`src/rtl/cpu_pkg.sv`:
```
// Shared definitions for the fetch/issue side of the single-cycle CPU.
// Instruction fields: [15:14] type, [13:10] signed branch offset,
// [9:6] src1, [5:2] src2, [1:0] branch function.
package cpu_pkg;

  // Sequencer states
  typedef enum logic [1:0] {
    S_LOAD  = 2'b00,
    S_READY = 2'b01,
    S_RUN   = 2'b10,
    S_HALT  = 2'b11
  } state_t;

  // Instruction type codes (instr[15:14])
  localparam logic [1:0] TYPE_ALU  = 2'b00;
  localparam logic [1:0] TYPE_MOVI = 2'b01;
  localparam logic [1:0] TYPE_BR   = 2'b10;
  localparam logic [1:0] TYPE_HALT = 2'b11;

  // Branch function codes (instr[1:0]); 2'b1x is a never-taken branch
  localparam logic [1:0] BR_EQ = 2'b00;
  localparam logic [1:0] BR_NE = 2'b01;

  // Resolve a branch from its function code and the source-equality result
  function automatic logic branch_taken(input logic [1:0] func, input logic eq);
    logic taken;
    case (func)
      BR_EQ:   taken = eq;
      BR_NE:   taken = !eq;
      default: taken = 1'b0;
    endcase
    return taken;
  endfunction

endpackage

```
`src/rtl/instr_mem.sv`:
```
// Program memory: 16-bit words, synchronous write, asynchronous read.
// The array is deliberately not reset so a program survives rst_n.
module instr_mem #(
  parameter int ADDR_W = 6
) (
  input  logic              clk,
  input  logic              i_we,
  input  logic [ADDR_W-1:0] i_waddr,
  input  logic [15:0]       i_wdata,
  input  logic [ADDR_W-1:0] i_raddr,
  output logic [15:0]       o_rdata
);

  logic [15:0] r_mem [2**ADDR_W];

  // Store one program word per accepted load beat
  always_ff @(posedge clk) begin
    if (i_we) begin
      r_mem[i_waddr] <= i_wdata;
    end
  end

  assign o_rdata = r_mem[i_raddr];

endmodule

```
`src/rtl/fetch_sequencer.sv`:
```
// Fetch sequencer: loads a program over a valid/ready port, then issues one
// instruction per cycle from PC 0 until HALT, resolving BEQ/BNE from the
// datapath's source register values.
module fetch_sequencer
  import cpu_pkg::*;
#(
  parameter int WIDTH  = 8,
  parameter int ADDR_W = 6
) (
  input  logic              clk,
  input  logic              rst_n,
  input  logic              load_valid,
  output logic              load_ready,
  input  logic [15:0]       load_data,
  input  logic              load_last,
  input  logic              start,
  input  logic              reload,
  input  logic [WIDTH-1:0]  rs_data1,
  input  logic [WIDTH-1:0]  rs_data2,
  output logic [15:0]       instruction,
  output logic              write_en,
  output logic [ADDR_W-1:0] pc,
  output logic              running,
  output logic              halted,
  output logic [15:0]       retired
);

  localparam logic [ADDR_W-1:0] PTR_LAST = {ADDR_W{1'b1}};
  localparam logic [ADDR_W-1:0] ADDR_ONE = {{(ADDR_W-1){1'b0}}, 1'b1};
  localparam logic [ADDR_W-1:0] ADDR_ZERO = {ADDR_W{1'b0}};

  state_t            r_state;
  state_t            w_next_state;
  logic [ADDR_W-1:0] r_pc;
  logic [ADDR_W-1:0] w_next_pc;
  logic [ADDR_W-1:0] r_load_ptr;
  logic [ADDR_W-1:0] w_next_ptr;
  logic [15:0]       r_retired;
  logic [15:0]       w_next_retired;
  logic [15:0]       w_rdata;
  logic              w_accept;
  logic [1:0]        w_type;
  logic [1:0]        w_func;
  logic [ADDR_W-1:0] w_offset;
  logic [ADDR_W-1:0] w_pc_seq;
  logic              w_eq;

  instr_mem #(.ADDR_W(ADDR_W)) u_mem (
    .clk     (clk),
    .i_we    (w_accept),
    .i_waddr (r_load_ptr),
    .i_wdata (load_data),
    .i_raddr (r_pc),
    .o_rdata (w_rdata)
  );

  assign w_accept = load_valid && (r_state == S_LOAD);
  assign w_type   = w_rdata[15:14];
  assign w_func   = w_rdata[1:0];
  assign w_offset = {{(ADDR_W-4){w_rdata[13]}}, w_rdata[13:10]};
  assign w_pc_seq = r_pc + ADDR_ONE;
  assign w_eq     = (rs_data1 == rs_data2);

  // Next-state, next-pc/pointer/counter and issue decode
  always_comb begin
    w_next_state   = r_state;
    w_next_pc      = r_pc;
    w_next_ptr     = r_load_ptr;
    w_next_retired = r_retired;
    instruction    = 16'h0000;
    write_en       = 1'b0;
    case (r_state)
      S_LOAD: begin
        if (w_accept) begin
          if (load_last || (r_load_ptr == PTR_LAST)) begin
            w_next_state = S_READY;
          end else begin
            w_next_ptr = r_load_ptr + ADDR_ONE;
          end
        end else begin
          w_next_state = S_LOAD;
        end
      end
      S_READY, S_HALT: begin
        if (reload) begin
          w_next_state = S_LOAD;
          w_next_ptr   = ADDR_ZERO;
        end else if (start) begin
          w_next_state   = S_RUN;
          w_next_pc      = ADDR_ZERO;
          w_next_retired = 16'h0000;
        end else begin
          w_next_state = r_state;
        end
      end
      S_RUN: begin
        instruction = w_rdata;
        write_en    = (w_type == TYPE_ALU) || (w_type == TYPE_MOVI);
        if (w_type == TYPE_HALT) begin
          w_next_state = S_HALT;
        end else begin
          w_next_retired = (r_retired == 16'hFFFF) ? r_retired : r_retired + 16'h0001;
          if ((w_type == TYPE_BR) && branch_taken(w_func, w_eq)) begin
            w_next_pc = w_pc_seq + w_offset;
          end else begin
            w_next_pc = w_pc_seq;
          end
        end
      end
      default: begin
        w_next_state = S_LOAD;
      end
    endcase
  end

  // Architectural state registers
  always_ff @(posedge clk or negedge rst_n) begin
    if (!rst_n) begin
      r_state    <= S_LOAD;
      r_pc       <= ADDR_ZERO;
      r_load_ptr <= ADDR_ZERO;
      r_retired  <= 16'h0000;
    end else begin
      r_state    <= w_next_state;
      r_pc       <= w_next_pc;
      r_load_ptr <= w_next_ptr;
      r_retired  <= w_next_retired;
    end
  end

  assign load_ready = (r_state == S_LOAD);
  assign running    = (r_state == S_RUN);
  assign halted     = (r_state == S_HALT);
  assign pc         = r_pc;
  assign retired    = r_retired;

endmodule

```
`config.mk`:
```
export PLATFORM = sky130hd
export DESIGN_NAME = fetch_sequencer
export DESIGN_NICKNAME = d
export VERILOG_FILES = /design/src/rtl/cpu_pkg.sv /design/src/rtl/instr_mem.sv /design/src/rtl/fetch_sequencer.sv
export SDC_FILE = /design/constraint.sdc
export NUM_CORES = 1
export LEC_CHECK = 0
export ABC_CLOCK_PERIOD_IN_PS = 6600
export CAP_MARGIN = 25
export CORE_MARGIN = 2
export CORE_UTILIZATION = 40
export CTS_BUF_LIST = sky130_fd_sc_hd__clkbuf_4 sky130_fd_sc_hd__clkbuf_8 sky130_fd_sc_hd__clkbuf_16
export DETAILED_ROUTE_END_ITERATION = 16
export SETUP_SLACK_MARGIN = 0.1
export SLEW_MARGIN = 10
export SYNTH_ARGS = -nofsm -noshare
export SYNTH_HDL_FRONTEND = slang
export SYNTH_SLANG_ARGS = --single-unit
```
`constraint.sdc`:
```
create_clock -name clk -period 6.6 [get_ports clk]
set_input_delay 1.32 -clock clk [delete_from_list [all_inputs] [get_ports clk]]
set_output_delay 1.32 -clock clk [all_outputs]
set_load 0.005 [all_outputs]
```
==> results_dict.tcl <==
set metrics [dict create \
    skew_ns 0.0200 \
    rows 118 \
    postCtsSetupBuffers 0 \
    grt_overflow_total 0 \
    routed_wirelength_um 108000 \
    totalNegativeSetupSlack_ns 0 \
    die_width_um 327 \
    p_leak_nw 15.4 \
    vias_per_cell 5.79 \
    reg2reg_from "pc[1]$_DFFE_PN0P_" \
    ys_top_cells_by_area "edfxtp_1 74%, mux4_2 8.8%, mux2i_1 4.6%" \
    placed_cells_incl_taps 3617 \
    maxCapViolations 0 \
    cts_tree "yes" \
    wl_per_cell_um 28.3 \
    critPathRequiredTime_ns 5.28 \
    yosysWarnings 0 \
    syn_area_per_cell_um2 19.3 \
    vdd.ir_drop.worst_mv 0.241 \
    globalplace.congestion 0.833 \
    critPathArrivalTime_ns 4.80 \
    synth_area_um2 41700 \
    fp.dieArea_um2 107000 \
    synth_top_area_cell "edfxtp_1" \
    final_layout_size_suffix_gt1_share_pct 20.6 \
    firstDrtPassIters 5 \
    synth_top_area_share_pct 73.8 \
    clk_pin_slew_worst_paths_ns 0.06 \
    grt_setup_unrepaired "false" \
    p_per_area_nw_per_um2 395 \
    synthCells 2160 \
    max-slew-margin-rel_pct 30.1 \
    seq_area_frac_synth_pct 75.6 \
    crit_path_start "pc[1]$_DFFE_PN0P_" \
    grt_pass1_wl_um 155000 \
    grt_max_degree 136 \
    htree_levels 3 \
    cts_root_buffer "clkbuf_16" \
    grt_pass1_vias 21862 \
    ios 80 \
    io_buffers 79 \
    start_util_pct 40.3 \
    finalMaxSlewViolations 0 \
    cts_made_buffers 106 \
    fmax_mhz 163 \
    vias 22060 \
    nNetsFinal 2393 \
    period_minus_slack_ns 6.12 \
    synth_ff_type "edfxtp_1" \
    grt_util_all_layers_pct 20.0 \
    worstPathMaxFanout 50 \
    ys_types 59 \
    dp_hpwl_um 62200 \
    drtAntennaViolNets 0 \
    worst_pin_slew_ns 1.05 \
    status "complete, no violations" \
    cp-end-kind "output pin" \
    hp-start "retired[0]$_DFFE_PN0P_" \
    synth.net_count 2207 \
    path_class "flip-flop to output pin" \
    clock_latency_ns 0.68 \
    clock_path_buffers 3 \
    synth_edf_count 1024 \
    die_h_um 327 \
    whs_ns 0.561 \
    stdcell_count 3812 \
    async_flop_share_pct 2.85 \
    route.detailed.drc 0 \
    hold_violations 0 \
    ys_ff_latch 1054 \
    core_um2 103000 \
    period_share_pct 92.8 \
    min_path_type "flip-flop to flip-flop" \
    start_kind "flip-flop" \
    setup_violations 0 \
    clock_sinks 1054 \
    power_mw 19.0 \
    antenna_found_initial 7 \
    area_growth_pct 15.4 \
    drt_iter0_markers 2482 \
]
what timing repair did:
| item | in CTS | in global routing |
|---|---|---|
| resized for setup | 0 | 1 |
| hold buffers | 0 | 0 |
| endpoints found under the setup margin | 0 | 1 |
| endpoints found under the hold margin | 0 | 0 |
critical path: stages, from the launching register on:
cell and delay [ns]:
dfrtp_4 0.71, nand2b_4 0.60, buf_4 0.41, buf_4 0.22
o221ai_1 0.24, o22ai_1 0.12, a21oi_1 0.43, a211oi_1 0.17
nor3_2 0.54, clkdlybuf4s50_1 0.62
final cells by class:
cell class | count | area (um2)
fillers | 8561 | 55400
inverters | 12 | 45.0
diodes | 1 | 2.50
clock buffers | 127 | 2850
repair buffers | 204 | 1770
well taps | 1380 | 1730
multi-input cells | 968 | 9510
clock inverters | 66 | 697
flip-flops and latches | 1054 | 31500
through the flow:
| stage | instance area, um2 | util, % | setup slack (ns) |
|---|---|---|---|
| after floorplan | 41700 | - | 2.21 |
| after global placement | 44500 | 43.0 | 0.831 |
| after detailed placement | 44500 | 43.0 | 0.959 |
| after CTS | 48100 | 46.5 | 0.210 |
| after global routing | 48100 | 46.5 | 0.329 |
| final | 48100 | 46.5 | 0.477 |
routing by layer:
metal | global-route usage [%] | wire (um) | up-vias
met3 | 3.64 | 7960 | 171
met4 | 5.36 | 2660 | 4
li1 | - | - | 9296
met5 | 0 | 24 | -
met2 | 32.0 | 51300 | 963
met1 | 28.3 | 46000 | 11626
worst paths after layout:
kind	to	slack, ns	cells past startpoint
setup / recovery	instruction[6]	0.48	9
hold / removal	retired[0]$_DFFE_PN0P_	0.56	1
setup reg to reg	pc[5]$_DFFE_PN0P_	1.52	15
hold reg to reg	retired[0]$_DFFE_PN0P_	0.56	1
max in group asynchronous	pc[2]$_DFFE_PN0P_	5.15	2
min in group asynchronous	retired[0]$_DFFE_PN0P_	1.08	2
cells by family (layout without fill, tap and decap cells):
logic type	after synthesis	count (layout)	share of synthesized area, %
buffers and inverters	138	409	1.67
AOI/OAI and AO/OA	297	297	5.06
muxes	365	365	14.0
DFF	1054	1054	75.6
and+or+nand+nor	271	271	2.85
xor gates and xnor gates	26	26	0.546
other	0	1	0
adders and majority gates	9	9	0.288
flip-flops by register name, indices dropped and copies added (netlist names), named ones only:
| signal | cells |
|---|---|
| pc | 6 |
| u_mem.r_mem | 1024 |
| r_state | 1 |
| retired | 16 |
| r_load_ptr | 6 |
cell usage in the layout (no fill, tap or decap), types with 9 or more instances in the layout:
cell and instances:
mux4_2 162, clkdlybuf4s50_1 63, xor2_1 16, dfrtp_1 25, o21ai_1 15, clkinv_2 23
o21ai_0 10, edfxtp_1 1024, nand3_1 20, buf_4 114, nor3_1 11, nor2_1 106
mux4_1 9, bufinv_16 15, clkbuf_4 19, clkinv_1 25, xnor2_1 10, nand2_1 85
o22ai_1 46, o221ai_1 94, a22oi_1 14, mux2i_1 190, a21oi_1 57, clkbuf_16 108
a211oi_1 34, buf_2 17
cells in the mapped netlist, types with 6 or more instances:
| cell | count |
|---|---|
| clkbuf_1 | 64 |
| nor2_1 | 109 |
| a21oi_1 | 57 |
| buf_1 | 9 |
| inv_1 | 9 |
| a211oi_1 | 36 |
| and2_1 | 6 |
| xor2_1 | 16 |
| o21ai_0 | 10 |
| o22ai_1 | 46 |
| ha_1 | 8 |
| nand2_1 | 86 |
| mux4_2 | 162 |
| buf_2 | 32 |
| mux2i_1 | 190 |
| buf_4 | 12 |
| nor3_1 | 12 |
| mux4_1 | 9 |
| dfrtp_1 | 30 |
| nor2b_1 | 8 |
| a22oi_1 | 14 |
| xnor2_1 | 10 |
| edfxtp_1 | 1024 |
| o221ai_1 | 94 |
| nand3_1 | 20 |
| o21ai_1 | 15 |
report_power, final:
part / internal, mW / switching (mW)
Sequential: 7.46 / 0.235
Combinational: 2.17 / 3.06
Clock: 3.64 / 2.46
Total: 13.3 / 5.76
Note: power is estimated with default switching activity, not from simulation.
